$ cat config.mk
export PLATFORM = sky130hd
export DESIGN_NAME = companion_action_exec
export DESIGN_NICKNAME = d
export VERILOG_FILES = /design/src/rtl/companion_pkg.sv /design/src/rtl/companion_stat_reg.sv /design/src/rtl/companion_action_exec.sv
export SDC_FILE = /design/constraint.sdc
export NUM_CORES = 1
export LEC_CHECK = 0
export CAP_MARGIN = 20
export CELL_PAD_IN_SITES_DETAIL_PLACEMENT = 0
export CELL_PAD_IN_SITES_GLOBAL_PLACEMENT = 2
export CORE_AREA = 4 4 110 112
export CTS_CLUSTER_SIZE = 30
export DETAILED_ROUTE_END_ITERATION = 8
export DIE_AREA = 0 0 114 116
export PLACE_DENSITY_LB_ADDON = 0.3
export SKIP_LAST_GASP = 1
export SLEW_MARGIN = 20
export SYNTH_ARGS = -nofsm -noshare
export SYNTH_HDL_FRONTEND = slang
export SYNTH_HIERARCHICAL = 1
export SYNTH_SLANG_ARGS = --single-unit
$ cat constraint.sdc
create_clock -name clk -period 3.78 [get_ports clk]
set_input_delay 0.756 -clock clk [delete_from_list [all_inputs] [get_ports clk]]
set_output_delay 0.756 -clock clk [all_outputs]
set_load 0.02 [all_outputs]
$ cat src/rtl/companion_pkg.sv
// Shared definitions for the companion menu FSM and its action executor:
// action codes, executor state encoding and stat indexing.
package companion_pkg;

  // Action codes; companion_fsm drives these on its selected output.
  typedef enum logic [1:0] {
    ACT_NONE  = 2'b00,
    ACT_FEED  = 2'b01,
    ACT_PLAY  = 2'b10,
    ACT_CLEAN = 2'b11
  } action_t;

  // Executor FSM states.
  typedef enum logic [1:0] {
    ST_IDLE     = 2'b00,
    ST_RUN      = 2'b01,
    ST_DONE     = 2'b10,
    ST_WAIT_REL = 2'b11
  } exec_state_t;

  // Stat slots, in the order the stat register instances are generated.
  localparam int STAT_COUNT = 3;
  localparam int STAT_FULL  = 0;
  localparam int STAT_HAPPY = 1;
  localparam int STAT_CLEAN = 2;

  // Headroom bits for the stat update: one for the carry of old+inc,
  // one sign bit so an underflow is seen before it wraps.
  localparam int STAT_SUM_EXTRA = 2;

  // Counter width able to hold 0..n-1, never narrower than one bit.
  function automatic int cnt_width(input longint n);
    return (n > 1) ? $clog2(n) : 1;
  endfunction

endpackage

$ cat src/rtl/companion_stat_reg.sv
// One saturating pet stat. Each edge it loads clamp(value + inc - dec, 0, STAT_MAX),
// so simultaneous boosts, costs and decay resolve in a single step.
module companion_stat_reg
  import companion_pkg::*;
#(
  parameter int STAT_W    = 4,
  parameter int STAT_MAX  = 15,
  parameter int STAT_INIT = 8
) (
  input  logic              clk,
  input  logic              rst,
  input  logic [STAT_W-1:0] inc,
  input  logic [STAT_W-1:0] dec,
  output logic [STAT_W-1:0] value
);

  localparam int SUM_W = STAT_W + STAT_SUM_EXTRA;
  localparam logic [SUM_W-1:0]  MAX_WIDE = SUM_W'(STAT_MAX);
  localparam logic [STAT_W-1:0] MAX_V    = STAT_W'(STAT_MAX);
  localparam logic [STAT_W-1:0] INIT_V   = STAT_W'(STAT_INIT);

  // Two's-complement sum in the widened format; the top bit is the sign.
  logic [SUM_W-1:0]  sum;
  logic [STAT_W-1:0] value_next;

  // Widened sum followed by clamping to [0, STAT_MAX].
  always_comb begin
    sum = SUM_W'(value) + SUM_W'(inc) - SUM_W'(dec);
    if (sum[SUM_W-1]) begin
      value_next = '0;
    end else if (sum > MAX_WIDE) begin
      value_next = MAX_V;
    end else begin
      value_next = sum[STAT_W-1:0];
    end
  end

  // Stat register, synchronous active-low reset to the initial value.
  always_ff @(posedge clk) begin
    if (!rst) begin
      value <= INIT_V;
    end else begin
      value <= value_next;
    end
  end

endmodule

$ cat src/rtl/companion_action_exec.sv
// Action executor behind companion_fsm. Runs the latched action for a fixed
// number of cycles, applies its stat effect on completion, pulses exec_status,
// and waits for the request to drop before re-arming. Also owns stat decay and
// the needs_attention flag.
module companion_action_exec
  import companion_pkg::*;
#(
  parameter int          STAT_W        = 4,
  parameter int          STAT_MAX      = 15,
  parameter int          STAT_INIT     = 8,
  parameter int          BOOST         = 4,
  parameter int          PLAY_COST     = 1,
  parameter int unsigned ACTION_CYCLES = 50_000_000,
  parameter int unsigned DECAY_CYCLES  = 250_000_000,
  parameter int          LOW_THRESH    = 3
) (
  input  logic              clk,
  input  logic              rst,
  input  logic [1:0]        selected,
  input  logic              exec,
  output logic              exec_status,
  output logic              busy,
  output logic [STAT_W-1:0] fullness,
  output logic [STAT_W-1:0] happiness,
  output logic [STAT_W-1:0] cleanliness,
  output logic              needs_attention
);

  localparam int ACT_CNT_W = cnt_width(longint'(ACTION_CYCLES));
  localparam int DEC_CNT_W = cnt_width(longint'(DECAY_CYCLES));
  localparam logic [ACT_CNT_W-1:0] ACT_LAST = ACT_CNT_W'(ACTION_CYCLES - 1);
  localparam logic [DEC_CNT_W-1:0] DEC_LAST = DEC_CNT_W'(DECAY_CYCLES - 1);
  localparam logic [STAT_W-1:0]    BOOST_V  = STAT_W'(BOOST);
  localparam logic [STAT_W-1:0]    COST_V   = STAT_W'(PLAY_COST);
  localparam logic [STAT_W-1:0]    LOW_V    = STAT_W'(LOW_THRESH);

  exec_state_t          state_reg, state_next;
  action_t              act_reg, act_next;
  logic [ACT_CNT_W-1:0] act_cnt_reg, act_cnt_next;
  logic [DEC_CNT_W-1:0] dec_cnt_reg;
  logic                 busy_reg, busy_next;
  logic                 status_reg, status_next;
  logic                 attention_reg;

  // High on the edge that moves RUN -> DONE; the stat effect lands on that edge.
  logic complete;
  // High on the edge where the decay counter wraps.
  logic decay_tick;
  logic any_low;

  logic [STAT_W-1:0] stat_inc [STAT_COUNT];
  logic [STAT_W-1:0] stat_dec [STAT_COUNT];
  logic [STAT_W-1:0] stat_val [STAT_COUNT];

  assign decay_tick = (dec_cnt_reg == DEC_LAST);

  // Exec FSM next-state logic and the registered-output next values.
  always_comb begin
    state_next   = state_reg;
    act_next     = act_reg;
    act_cnt_next = act_cnt_reg;
    complete     = 1'b0;
    case (state_reg)
      ST_IDLE: begin
        if (exec) begin
          state_next   = ST_RUN;
          act_next     = action_t'(selected);
          act_cnt_next = '0;
        end
      end
      ST_RUN: begin
        // Request and selection are ignored here; the latched act is used.
        if (act_cnt_reg == ACT_LAST) begin
          state_next = ST_DONE;
          complete   = 1'b1;
        end else begin
          act_cnt_next = act_cnt_reg + 1'b1;
        end
      end
      ST_DONE: begin
        state_next = exec ? ST_WAIT_REL : ST_IDLE;
      end
      ST_WAIT_REL: begin
        // Re-arm only once the requester releases exec.
        if (!exec) begin
          state_next = ST_IDLE;
        end
      end
      default: begin
        state_next = ST_IDLE;
      end
    endcase
    busy_next   = (state_next == ST_RUN);
    status_next = (state_next == ST_DONE);
  end

  // Exec FSM state, latched action, action counter and registered flags.
  always_ff @(posedge clk) begin
    if (!rst) begin
      state_reg   <= ST_IDLE;
      act_reg     <= ACT_NONE;
      act_cnt_reg <= '0;
      busy_reg    <= 1'b0;
      status_reg  <= 1'b0;
    end else begin
      state_reg   <= state_next;
      act_reg     <= act_next;
      act_cnt_reg <= act_cnt_next;
      busy_reg    <= busy_next;
      status_reg  <= status_next;
    end
  end

  // Free-running decay counter, independent of the exec FSM.
  always_ff @(posedge clk) begin
    if (!rst) begin
      dec_cnt_reg <= '0;
    end else if (decay_tick) begin
      dec_cnt_reg <= '0;
    end else begin
      dec_cnt_reg <= dec_cnt_reg + 1'b1;
    end
  end

  // Per-stat increments and decrements: decay on every stat, action effect on completion.
  always_comb begin
    for (int i = 0; i < STAT_COUNT; i++) begin
      stat_inc[i] = '0;
      stat_dec[i] = STAT_W'(decay_tick);
    end
    if (complete) begin
      case (act_reg)
        ACT_FEED: begin
          stat_inc[STAT_FULL] = BOOST_V;
        end
        ACT_PLAY: begin
          stat_inc[STAT_HAPPY] = BOOST_V;
          stat_dec[STAT_FULL]  = stat_dec[STAT_FULL] + COST_V;
        end
        ACT_CLEAN: begin
          stat_inc[STAT_CLEAN] = BOOST_V;
        end
        default: begin
        end
      endcase
    end
  end

  // One saturating register per stat.
  generate
    for (genvar gi = 0; gi < STAT_COUNT; gi++) begin : g_stat
      companion_stat_reg #(
        .STAT_W   (STAT_W),
        .STAT_MAX (STAT_MAX),
        .STAT_INIT(STAT_INIT)
      ) u_stat (
        .clk  (clk),
        .rst  (rst),
        .inc  (stat_inc[gi]),
        .dec  (stat_dec[gi]),
        .value(stat_val[gi])
      );
    end
  endgenerate

  // Low-stat detect on the current stat values.
  always_comb begin
    any_low = 1'b0;
    for (int i = 0; i < STAT_COUNT; i++) begin
      if (stat_val[i] < LOW_V) begin
        any_low = 1'b1;
      end
    end
  end

  // Registered needs_attention, one cycle behind the stats.
  always_ff @(posedge clk) begin
    if (!rst) begin
      attention_reg <= 1'b0;
    end else begin
      attention_reg <= any_low;
    end
  end

  assign exec_status     = status_reg;
  assign busy            = busy_reg;
  assign fullness        = stat_val[STAT_FULL];
  assign happiness       = stat_val[STAT_HAPPY];
  assign cleanliness     = stat_val[STAT_CLEAN];
  assign needs_attention = attention_reg;

endmodule

; After elaboration in Yosys (flattened, before gate mapping)
; Index checks and enable logic that the tools add are counted.
[totals]
word_cells = 74
out_inout_bits = 15
latchBits = 0
regBits = 73
n_memories = 0
ram_bits = 0
rom_bits = 0
[classes]
shift = 0
n_eq_ne = 12
div_mod_pow = 0
order_cmp = 6
n_bitwise = 1
addsub = 9
reduce_logical = 8
mul = 0
mux = 25
[op_table]
columns = cell, n
row1 = 2-to-1 mux 26 bit, 2
row2 = case mux 26 bit (2 select lines), 1
row3 = "adder 28 x 1 -> 28 bit, second input constant", 1
row4 = "equality test 28 bit, second input constant", 1
row5 = "adder 26 x 1 -> 26 bit, second input constant", 1
row6 = "equality test 26 bit, second input constant", 1
row7 = 2-to-1 mux 4 bit, 6
row8 = "greater-than comparator 6 x 4 -> 1 bit, second input constant", 3
row9 = "< comparator 4 x 2 -> 1 bit, second input constant", 3
row10 = 2-to-1 mux 2 bit, 6
row11 = subtractor 6 x 1 -> 6 bit, 2
row12 = 2-to-1 mux 11 bit, 1
row13 = adder 4 x 4 -> 5 bit, 2
row14 = "equality test 2 bit, second input constant", 5
row15 = 2-to-1 mux 3 bit, 3
row16 = case mux 2 bit (4 select lines), 1
row17 = OR reduction 2 bit, 4
row18 = "equality test 2 x 1 -> 1 bit, second input constant", 3
row19 = subtractor 6 x 2 -> 6 bit, 1
row20 = adder 4 x 3 -> 5 bit, 1
row21 = 2-to-1 mux 1 bit, 5
row22 = "inequality test 2 bit, second input constant", 2
row23 = AND reduction 3 bit, 1
row24 = "adder 1 x 1 -> 2 bit, second input constant", 1
row25 = other kinds (4), 4

; Depth between registers and ports, before layout
; Gate-level depths: netlist of run 1.
[logic_depth]
ltp_word = 9
depth_mapped = 16
ltp_nobuf = 15

; By module
; The synthesis of run 1 kept the hierarchy.
[by_module_without_submodules]
columns = module, cells_per_inst, instances, area_per_inst_um2
row1 = companion_action_exec, 331, 1, 2881.5
row2 = companion_stat_reg, 46, 3, 390.4

; Worst setup path after synthesis of run 1
; No wires, ideal clock.
[synth_timing]
path_type = register to register
start = register dec_cnt_reg[0]
end = register g_stat[0].u_stat.value[3]
required_ns = 3.711
setup_time_ns = 0.069
arrival_ns = 3.378
n_path_buf = 0
slack_ns = 0.334
synth_period_minus_slack_ns = 3.446
stages_incl_launch_ff = 15
path_cell_list = dfxtp_1 ha_1 nand4_1 nor4_1 ha_1 and2_1 inv_1 fa_1 inv_1 fa_1 nand2b_1 a21oi_2 xor2_1 a21oi_1 o21ai_1
[synth_lines]
columns = item, line_no
row1 = from (decl), companion_action_exec.sv:40  ; logic [DEC_CNT_W-1:0] dec_cnt_reg;
row2 = from (signal assigned), companion_action_exec.sv:121  ; dec_cnt_reg <= dec_cnt_reg + 1'b1;
row3 = to (signal assigned), companion_stat_reg.sv:43  ; value <= value_next;
row4 = to (decl), companion_stat_reg.sv:14  ; output logic [STAT_W-1:0] value

==> metrics.md, run 1 <==
| Metric | Value |
|---|---|
| Leak | around 1.8 nW |
| Num CTS Buffers | 9 |
| Worst r2r src | act_cnt_reg[0] |
| Worst vdd ir | about 0.37 mV |
| DR vias/cell | between 4 and 5 |
| Worst setup path start | act_cnt_reg[0] |
| Fin nets | 546 |
| Clock root buffer | clkbuf_16 |
| Area delta synth->final | 17.8% |
| Setup violators final | 0 |
| # diodes | 0 |
| Crit path DAT | 3.68 ns |
| CTS tree | yes |
| Total Die Area | 13,200 µm² |
| Initial drt markers | 66 |
| Synth area leader | dfxtp_1 |
| First-pass GRT wire length | ~15 mm |
| Fin Setup TNS | 0 ns |
| Period utilization | about nine tenths |
| Gpl congestion | just under 0.8 |
| Die Span X | between 100 and 150 µm |
| Tot GR Track Use | between 10 and 15% |
| RSZ-0062 raised after global routing | no |
| Vias | between 3,000 and 4,000 |
| Initial antenna violation count | 0 |
| Crit-path cells | ha_1 -> nand3_1 -> nor3_4 -> and3_2 -> and2_1 -> inv_1 -> fa_1 -> inv_1 -> fa_1 -> nand2b_1 -> a21oi_2 -> xor2_1 -> a21oi_1 -> o21ai_1 |
| Hold Path Class | flop to flop |
| Largest register FFs | 28 |
| Post-Syn Instances | between 400 and 500 |
| CORE AREA | about 11,000 µm² |
| Post-synthesis sequential area ratio | approximately 36% |
| Asr flop ratio synth | 0% |
| Routed Antenna Nets | 0 |
| IO Pins | 20 |
| Hold-fix buffers, CTS | 0 |
| Layout cells sized above 1 | under 10% |
| CP Max Fanout | 7 |
| Syn Area/Cell | about 8.6 µm² |
| Clock skew | 0.00652 ns |
| Clk Latency, worst-skew pair | between 0.3 and 0.4 ns |
| Slew margin rel. | about a third |
| Total grt overflow | 0 |
| Initial core utilization | between 30% and 40% |
| Hold Path Stages | 1 |
| Num rows | 39 |
| Worst-Margin Slew | about 1.0 ns |
| Hpwl dp | 6.09 mm |
| Fill cells | 1,155 |
| Max Slew Vio Count | 0 |
| Vias in the first global route | between 3,000 and 4,000 |
| Outcome | completed |
| Worst setup EP type | flop |
| TritonCTS sink count | 73 |
| Fin cells | about 660 |
| DRC violations left | 0 |
| Top_reg_cell synth | dfxtp_1 |
| Required @ worst endpoint | 4.05 ns |
| Pwr/cell area | about 540 nW/µm² |
| Htree depth | 3 |
| Largest net degree at the start of global routing | 27 |
| Post-synthesis cell area | 4050 µm² |
| HP Start | dec_cnt_reg[0] |
| MaxCap Viol Count | 0 |
| Cts repair resizes | 0 |
| Number of synthesized flops with an enable pin | 0 |
| Final Hold Fails | 0 |
| Post-synthesis cell type count | 53 |
| Setup bufs post-CTS | 0 |
| Clk pin slew, worst setup/hold paths | roughly 0.06 ns |
| Share of the synthesized area in the top cell type | between 30% and 40% |
| CP Class | flop to flop |
| Largest cells by area after synthesis | dfxtp_1 36%, fa_1 5.9%, xnor2_1 5.8%, ha_1 5.6%, nor2_1 5.6% |
| Final WL | ~8.4 mm |
| Chip height | ~120 µm |
| Worst path slowest cell | fa_1 |
| FF-to-FF path depth | 14 |
| DR WL/cell | ~13 µm |
| DRT Pass-1 Iters | 4 |
| Min Tclk post-route | about 3.4 ns |
| Startpoint types | flop |
| CP max stage delay | 0.50 ns |
| Longest Clk Path Bufs | 2 |
| Port Buffers | 19 |
| Max Fclk | 293 MHz |
| Flops & latches, synth | between 70 and 80 |
| Warnings from Yosys | 6 |
| Placed Cells | around 640 |
stage by stage:
step                util [%]  cell area (µm²)  hold slack (ns)  power, W  setup slack [ns]
global placement        39.8             4470            0.453   0.00177             0.366
CTS                     42.5             4770            0.477   0.00263             0.239
global route            42.5             4770            0.498   0.00277            0.0509
floorplan                  -             4110            0.437   0.00152             0.334
finish                  42.5             4770            0.471   0.00258             0.366
detailed placement      39.8             4470            0.464   0.00177             0.263
worst max-delay path: cells and delay by family (launching register included):
kind                     cells  cell delay, ns
flip-flops                   1            0.41
buffers and inverters        2            0.11
adder cells (fa/ha/maj)      3            1.26
XOR/XNOR                     1            0.21
AND/OR/NAND/NOR              5            1.03
AO/OA/AOI/OAI                3            0.34
power by group:
part           switching (W)  leakage, nW  internal [W]
Combinational       0.000457         1.08      0.000391
Sequential         0.0000628        0.593      0.000839
Clock               0.000316        0.149      0.000514
Total               0.000837         1.82       0.00174
final cells by class:
type                    count  area, µm²  share of cell area (%)
clock buffers              14        284                    5.95
clock inverters             2       10.0                   0.210
inverters                  46        173                    3.62
multi-input cells         357       2440                    51.1
flip-flops and latches     73       1460                    30.6
well taps                 143        179                    3.75
repair buffers             24        228                    4.77
layer usage:
| layer | global-route usage [%] | vias up | share of wire [%] |
|---|---|---|---|
| met5 | 0 | - | 0 |
| met3 | 3.39 | 13 | 2.5 |
| met4 | 6.41 | 0 | 2.2 |
| met2 | 22.0 | 46 | 46 |
| li1 | - | 1657 | - |
| met1 | 18.0 | 1477 | 49 |
logic make-up after synthesis:
family / Yosys count / share of synthesized area, %
flops: 73 / 36.1
simple gates: 204 / 27.3
mux: 3 / 0.772
buf+inv: 55 / 5.43
compound gates: 54 / 8.31
xor+xnor: 49 / 10.6
fa+ha+maj: 30 / 11.5
other cells: 1 / 0.0925
cell usage after synthesis (all sizes together) (2+ instances only):
cell type and n:
mux2i 2, nand2b 11, and2 6, a31oi 2
a21oi 24, nand3 26, xor2 22, and4 7
clkbuf 4, o21ai 10, nor4bb 2, nand2 20
nor2 60, inv 46, dfxtp 73, nor2b 8
buf 5, or3 9, a21o 6, a211oi 3
fa 12, or2 5, nor3 11, nand4 13
xnor2 27, nor4 9, and3 11, ha 18
or4 2
final timing paths:
path                                     to  slack [ns]
hold / removal               dec_cnt_reg[0]        0.47
setup / recovery  g_stat[0].u_stat/value[3]        0.37
setup reg to reg  g_stat[0].u_stat/value[3]        0.37
hold reg to reg              dec_cnt_reg[0]        0.47
layout by cell type, fill, tap and decap left out, types with 6 or more instances in the layout:
master / synthesis / final
and4_1: 6 / 6
clkdlybuf4s50_1: 0 / 19
nand4_1: 13 / 13
dfxtp_1: 73 / 73
and3_1: 11 / 10
nor3_1: 10 / 10
o21ai_0: 7 / 7
conb_1: 1 / 17
nor2_1: 60 / 60
nand2_1: 20 / 20
inv_1: 46 / 46
nand2b_1: 11 / 11
fa_1: 12 / 12
ha_1: 18 / 18
a21oi_1: 21 / 21
and2_1: 6 / 6
a21o_1: 6 / 6
nand3_1: 25 / 25
or3_1: 9 / 9
xor2_1: 22 / 22
nor2b_1: 8 / 8
nor4_1: 6 / 6
xnor2_1: 27 / 27
clkbuf_16: 0 / 9
No activity file was read; power rests on OpenSTA's default activity.
==> run 2: changes to the inputs <==
--- a/config.mk
+++ b/config.mk
@@ -9,6 +9,7 @@
 export CELL_PAD_IN_SITES_DETAIL_PLACEMENT = 0
 export CELL_PAD_IN_SITES_GLOBAL_PLACEMENT = 2
 export CORE_AREA = 4 4 110 112
+export CTS_CLUSTER_DIAMETER = 30
 export CTS_CLUSTER_SIZE = 30
 export DETAILED_ROUTE_END_ITERATION = 8
 export DIE_AREA = 0 0 114 116
==> results of run 2 <==
The final DEF is identical to that of run 1; final timing and power are the same.
==> run 3: changes to the inputs <==
--- a/config.mk
+++ b/config.mk
@@ -14,6 +14,7 @@
 export DETAILED_ROUTE_END_ITERATION = 8
 export DIE_AREA = 0 0 114 116
 export PLACE_DENSITY_LB_ADDON = 0.3
+export SKIP_CTS_REPAIR_TIMING = 1
 export SKIP_LAST_GASP = 1
 export SLEW_MARGIN = 20
 export SYNTH_ARGS = -nofsm -noshare
==> results of run 3 <==
The final DEF is identical to that of run 1; final timing and power are the same.
==> variant 1 (settings of run 1) <==
The 4 states of `exec_state_t` get a Gray code encoding in 2 bits.
--- a/src/rtl/companion_pkg.sv
+++ b/src/rtl/companion_pkg.sv
@@ -14,8 +14,8 @@
   typedef enum logic [1:0] {
     ST_IDLE     = 2'b00,
     ST_RUN      = 2'b01,
-    ST_DONE     = 2'b10,
-    ST_WAIT_REL = 2'b11
+    ST_DONE     = 2'b11,
+    ST_WAIT_REL = 2'b10
   } exec_state_t;
 
   // Stat slots, in the order the stat register instances are generated.
Function: no difference found for any inputs over 10 cycles, from zero or initial values and one cycle with rst low; not proved beyond that.
==> variant 1 against run 1 <==
  * Routed wire length grew 5.3%
  * Highest routed layer unchanged
  * Area after synthesis increased by 2.9%
  * Sequential cell count unchanged
  * Via count grew 4.3%
  * Setup slack improved by 0.021 ns
  * Cell area is 3.7% higher
  * Final cell count rose by 2.3%
  * Largest power group is now clock
  * Total power up 8.4%
  * Critical endpoint unchanged
==> variant 1: results (changes against run 1) <==
metric	value	unit	change
grt_usage	14.8	%	+0.86 points
gp_congestion	0.767		-0.98%
vias	3329		+4.3%
wl	8840	um	+5.3%
dr_wl_met3	246	um	+19%
wl_per_cell	13.1	um	+2.9%
sh_seq_area	29.5	%	-1.1 points
synth_mux_area_share	1.08	%	+0.31 points
synth_xor_area_share	9.24	%	-1.3 points
buf_share	4.60	%	-0.17 points
dpl_cell_area	0.00459	mm2	+2.6%
dp_hpwl	6780	um	+11%
wl_met2	4220	um	+9.4%
reg2reg_depth	13		-1
grt_use_met1	18.7	%	+0.71 points
seq_cell_count	73		unchanged
fill_cells	1135		-1.7%
grt_start_max_net_pins	27		unchanged
drt-met1-wl	4260	um	+2.6%
outcome	finished, final reports clean		
nonClockInverterCount	45		-2.2%
clock_latency	0.33	ns	about the same
p_leak	2.00	nW	+9.7%
cp_slowest_stage_delay	0.53	ns	+0.03 ns
drtIter0Drc	183		+180%
clock_area_share	7.25	%	+1.1 points
synth_compound_area_share	8.85	%	+0.55 points
vdd_drop_max	0.000302	V	-18%
ys_seq_area_share	35.0	%	-1.0 points
relSlewSlack	46.5	%	+15 points
whs_endpoint	dec_cnt_reg[0]$_SDFF_PP0_		
synth_commonest_cells	dfxtp_1 (73), nor2_1 (72), inv_1 (45)		
skew	0.00435	ns	-0.00217 ns
multi_input_area	0.00255	mm2	+4.7%
synthTopCellsByArea	dfxtp_1 (35%), xor2_1 (6.9%), nor2_1 (6.5%), fa_1 (5.8%), ha_1 (5.4%)		
drive_gt1_share	8.10	%	+0.93 points
place_inst	658		+2.3%
slowest_stage	or3_1		
synth.distinct_cells	55		+3.8%
pre_cts_slack	0.384	ns	+0.121 ns
timing.hold.ws	0.455	ns	-0.0161 ns
clock_buffers	10		-4
grt_use_met2	24.4	%	+2.3 points
nets	561		+2.7%
p_per_area	565	mW/mm2	+4.6%
multi_input_comb_cells	373		+4.5%
worst-endpoint-arrival	3.66	ns	-0.02 ns
grt_pass1_wl	15500	um	+6.2%
synth-adder-area-share	11.2	%	-0.32 points
worst_slack	0.387	ns	+0.0214 ns
variant 1: cell types whose count changed in the layout (fill, tap and decap cells not counted), moves of 4 or more:
cell,before,now
a21oi_1,21,26
and2_1,6,2
bufinv_16,0,4
clkbuf_8,4,0
nand2_1,20,31
nand4_1,13,18
nor2_1,60,72
nor2b_1,8,1
nor4_1,6,1
or3_1,9,14
xnor2_1,27,11
xor2_1,22,33
variant 1: critical path, delay by kind of cell, from the launching register on:
kind	cells	cell delay, ns
DFF	1	0.38
xor gates and xnor gates	1	0.20
and+or+nand+nor	5	1.34
AOI/OAI and AO/OA	3	0.35
buffers and inverters	2	0.12
adders and majority gates	2	0.95
variant 1: report_power, final:
group | leakage (nW) | internal [mW] | switching, mW
logic | 1.23 | 0.393 | 0.475
registers | 0.593 | 0.839 | 0.0602
clock network | 0.176 | 0.709 | 0.322
==> variant 2 (flow settings as in run 1) <==
Without the edit above. `STAT_MAX` is set to 15 in 2 places; all go to 7.
--- a/src/rtl/companion_stat_reg.sv
+++ b/src/rtl/companion_stat_reg.sv
@@ -4,7 +4,7 @@
   import companion_pkg::*;
 #(
   parameter int STAT_W    = 4,
-  parameter int STAT_MAX  = 15,
+  parameter int STAT_MAX  = 7,
   parameter int STAT_INIT = 8
 ) (
   input  logic              clk,
--- a/src/rtl/companion_action_exec.sv
+++ b/src/rtl/companion_action_exec.sv
@@ -6,7 +6,7 @@
   import companion_pkg::*;
 #(
   parameter int          STAT_W        = 4,
-  parameter int          STAT_MAX      = 15,
+  parameter int          STAT_MAX      = 7,
   parameter int          STAT_INIT     = 8,
   parameter int          BOOST         = 4,
   parameter int          PLAY_COST     = 1,
Check against the original RTL: not equivalent (Yosys sat finds a counterexample within 4 cycles, from zero or initial values and one cycle with rst low).
==> variant 2 against run 1 <==
  * Area after synthesis grew 2.9%
  * Combinational power shrank 23%
  * Setup slack lost 0.19 ns
  * Routed wire length grew 5.9%
  * Clock skew grew 0.0013 ns
  * Final cell count grew 2.9%
  * Synthesized cell count grew 2.1%
  * Cell area grew 4.9%
  * Sequential cell count is the same
  * Total power shrank 9.2%
==> variant 2: results (changes against run 1) <==
metric	value	unit	change
synthFlopType	dfxtp_1		
pre_cts_slack	0.0104	ns	-0.253 ns
cp_slowest_stage_delay	0.44	ns	-0.06 ns
synth_xor_area_share	9.45	%	-1.1 points
ys_seq_area_share	35.0	%	-1.0 points
skew	0.00786	ns	+0.00134 ns
fill_cells	1133		-1.9%
vdd_drop_max	0.000270	V	-26%
synth-adder-area-share	11.2	%	-0.32 points
timing.hold.ws	0.475	ns	+0.00475 ns
reg2reg_depth	14		unchanged
synth_mux_area_share	0.750	%	-0.022 points
outcome	finished, final reports clean		
place_inst	659		+2.5%
synth_compound_area_share	9.42	%	+1.1 points
slowest_stage	or4_4		
dp_hpwl	6500	um	+6.8%
sw_frac_of_total	31.4	%	-0.98 points
p_comb	656	uW	-23%
post_cts_resized	1		+1
io_buffers	19		unchanged
largest_reg_flops	28		unchanged
dr_wl_met3	186	um	-10%
num_antenna_cells	0		unchanged
grt_pass1_wl	15600	um	+7.2%
reg2reg_to	g_stat[0].u_stat/value[1]$_SDFF_PP0_		
wl_per_cell	13.1	um	+2.9%
grt_use_met1	18.7	%	+0.73 points
nets	565		+3.5%
drive_gt1_share	10.8	%	+3.7 points
max_freq	278	MHz	-5.2%
grt_usage	14.7	%	+0.77 points
reg2reg_slack	0.18	ns	-0.19 ns
stdcell_count	678		+2.9%
p_leak	1.87	nW	+2.5%
powerSeq	846	uW	-6.2%
synth.distinct_cells	58		+9.4%
worst-endpoint-arrival	3.81	ns	+0.13 ns
grt_use_met2	24.1	%	+2.1 points
crit_family	simple AND/OR/NAND/NOR gates		
cts.clk_slew.worst_paths	0.06	ns	about the same
crit_type	flop to flop		
gp_congestion	0.804		+3.8%
grt_start_max_net_pins	27		unchanged
htreeDepth	3		unchanged
cts_setup_buffers	0		unchanged
vias	3414		+6.9%
reg2reg_from	dec_cnt_reg[10]$_SDFF_PP0_		
hold_depth	1		unchanged
gr-usage-met3	2.66	%	-0.73 points
drtIter0Drc	202		+210%
drt-met1-wl	4370	um	+5.1%
syn_area_per_cell	8.71	um2	+0.75%
synth_commonest_cells	dfxtp_1 (73), inv_1 (55), nor2_1 (48)		
crit_fanout	5		-2
synthTopCellsByArea	dfxtp_1 (35%), fa_1 (5.8%), xnor2_1 (5.7%), ha_1 (5.4%), inv_1 (5.0%)		
wl_met2	4140	um	+7.5%
worst_hold_path_type	flop to flop		
worstMarginPinSlew	1.03	ns	+0.00403 ns
yosysWarnings	6		unchanged
## variant 2: area by class of cell
cell class / count / area share, %
Timing Repair Buffer: 33 / 5.90
Clock buffer: 11 / 4.65
Tap cell: 143 / 3.57
Inverter: 55 / 4.12
Multi-Input combinational cell: 358 / 51.4
Sequential cell: 73 / 29.2
Clock inverter: 5 / 1.12
## variant 2: cell families after synthesis
| logic type | Yosys count |
|---|---|
| compound gates | 56 |
| xor+xnor | 45 |
| fa+ha+maj | 30 |
| buf+inv | 64 |
| flops | 73 |
| mux | 3 |
| other cells | 1 |
| simple gates | 207 |
## variant 2: stage by stage
step | utilization, % | area (um2) | power (mW)
2_1_floorplan | - | 4230 | 1.31
3_3_place_gp | 41.3 | 4630 | 1.48
3_5_place_dp | 41.3 | 4630 | 1.49
4_1_cts | 43.9 | 4930 | 2.34
5_1_grt | 44.6 | 5010 | 2.49
6_report | 44.6 | 5010 | 2.34
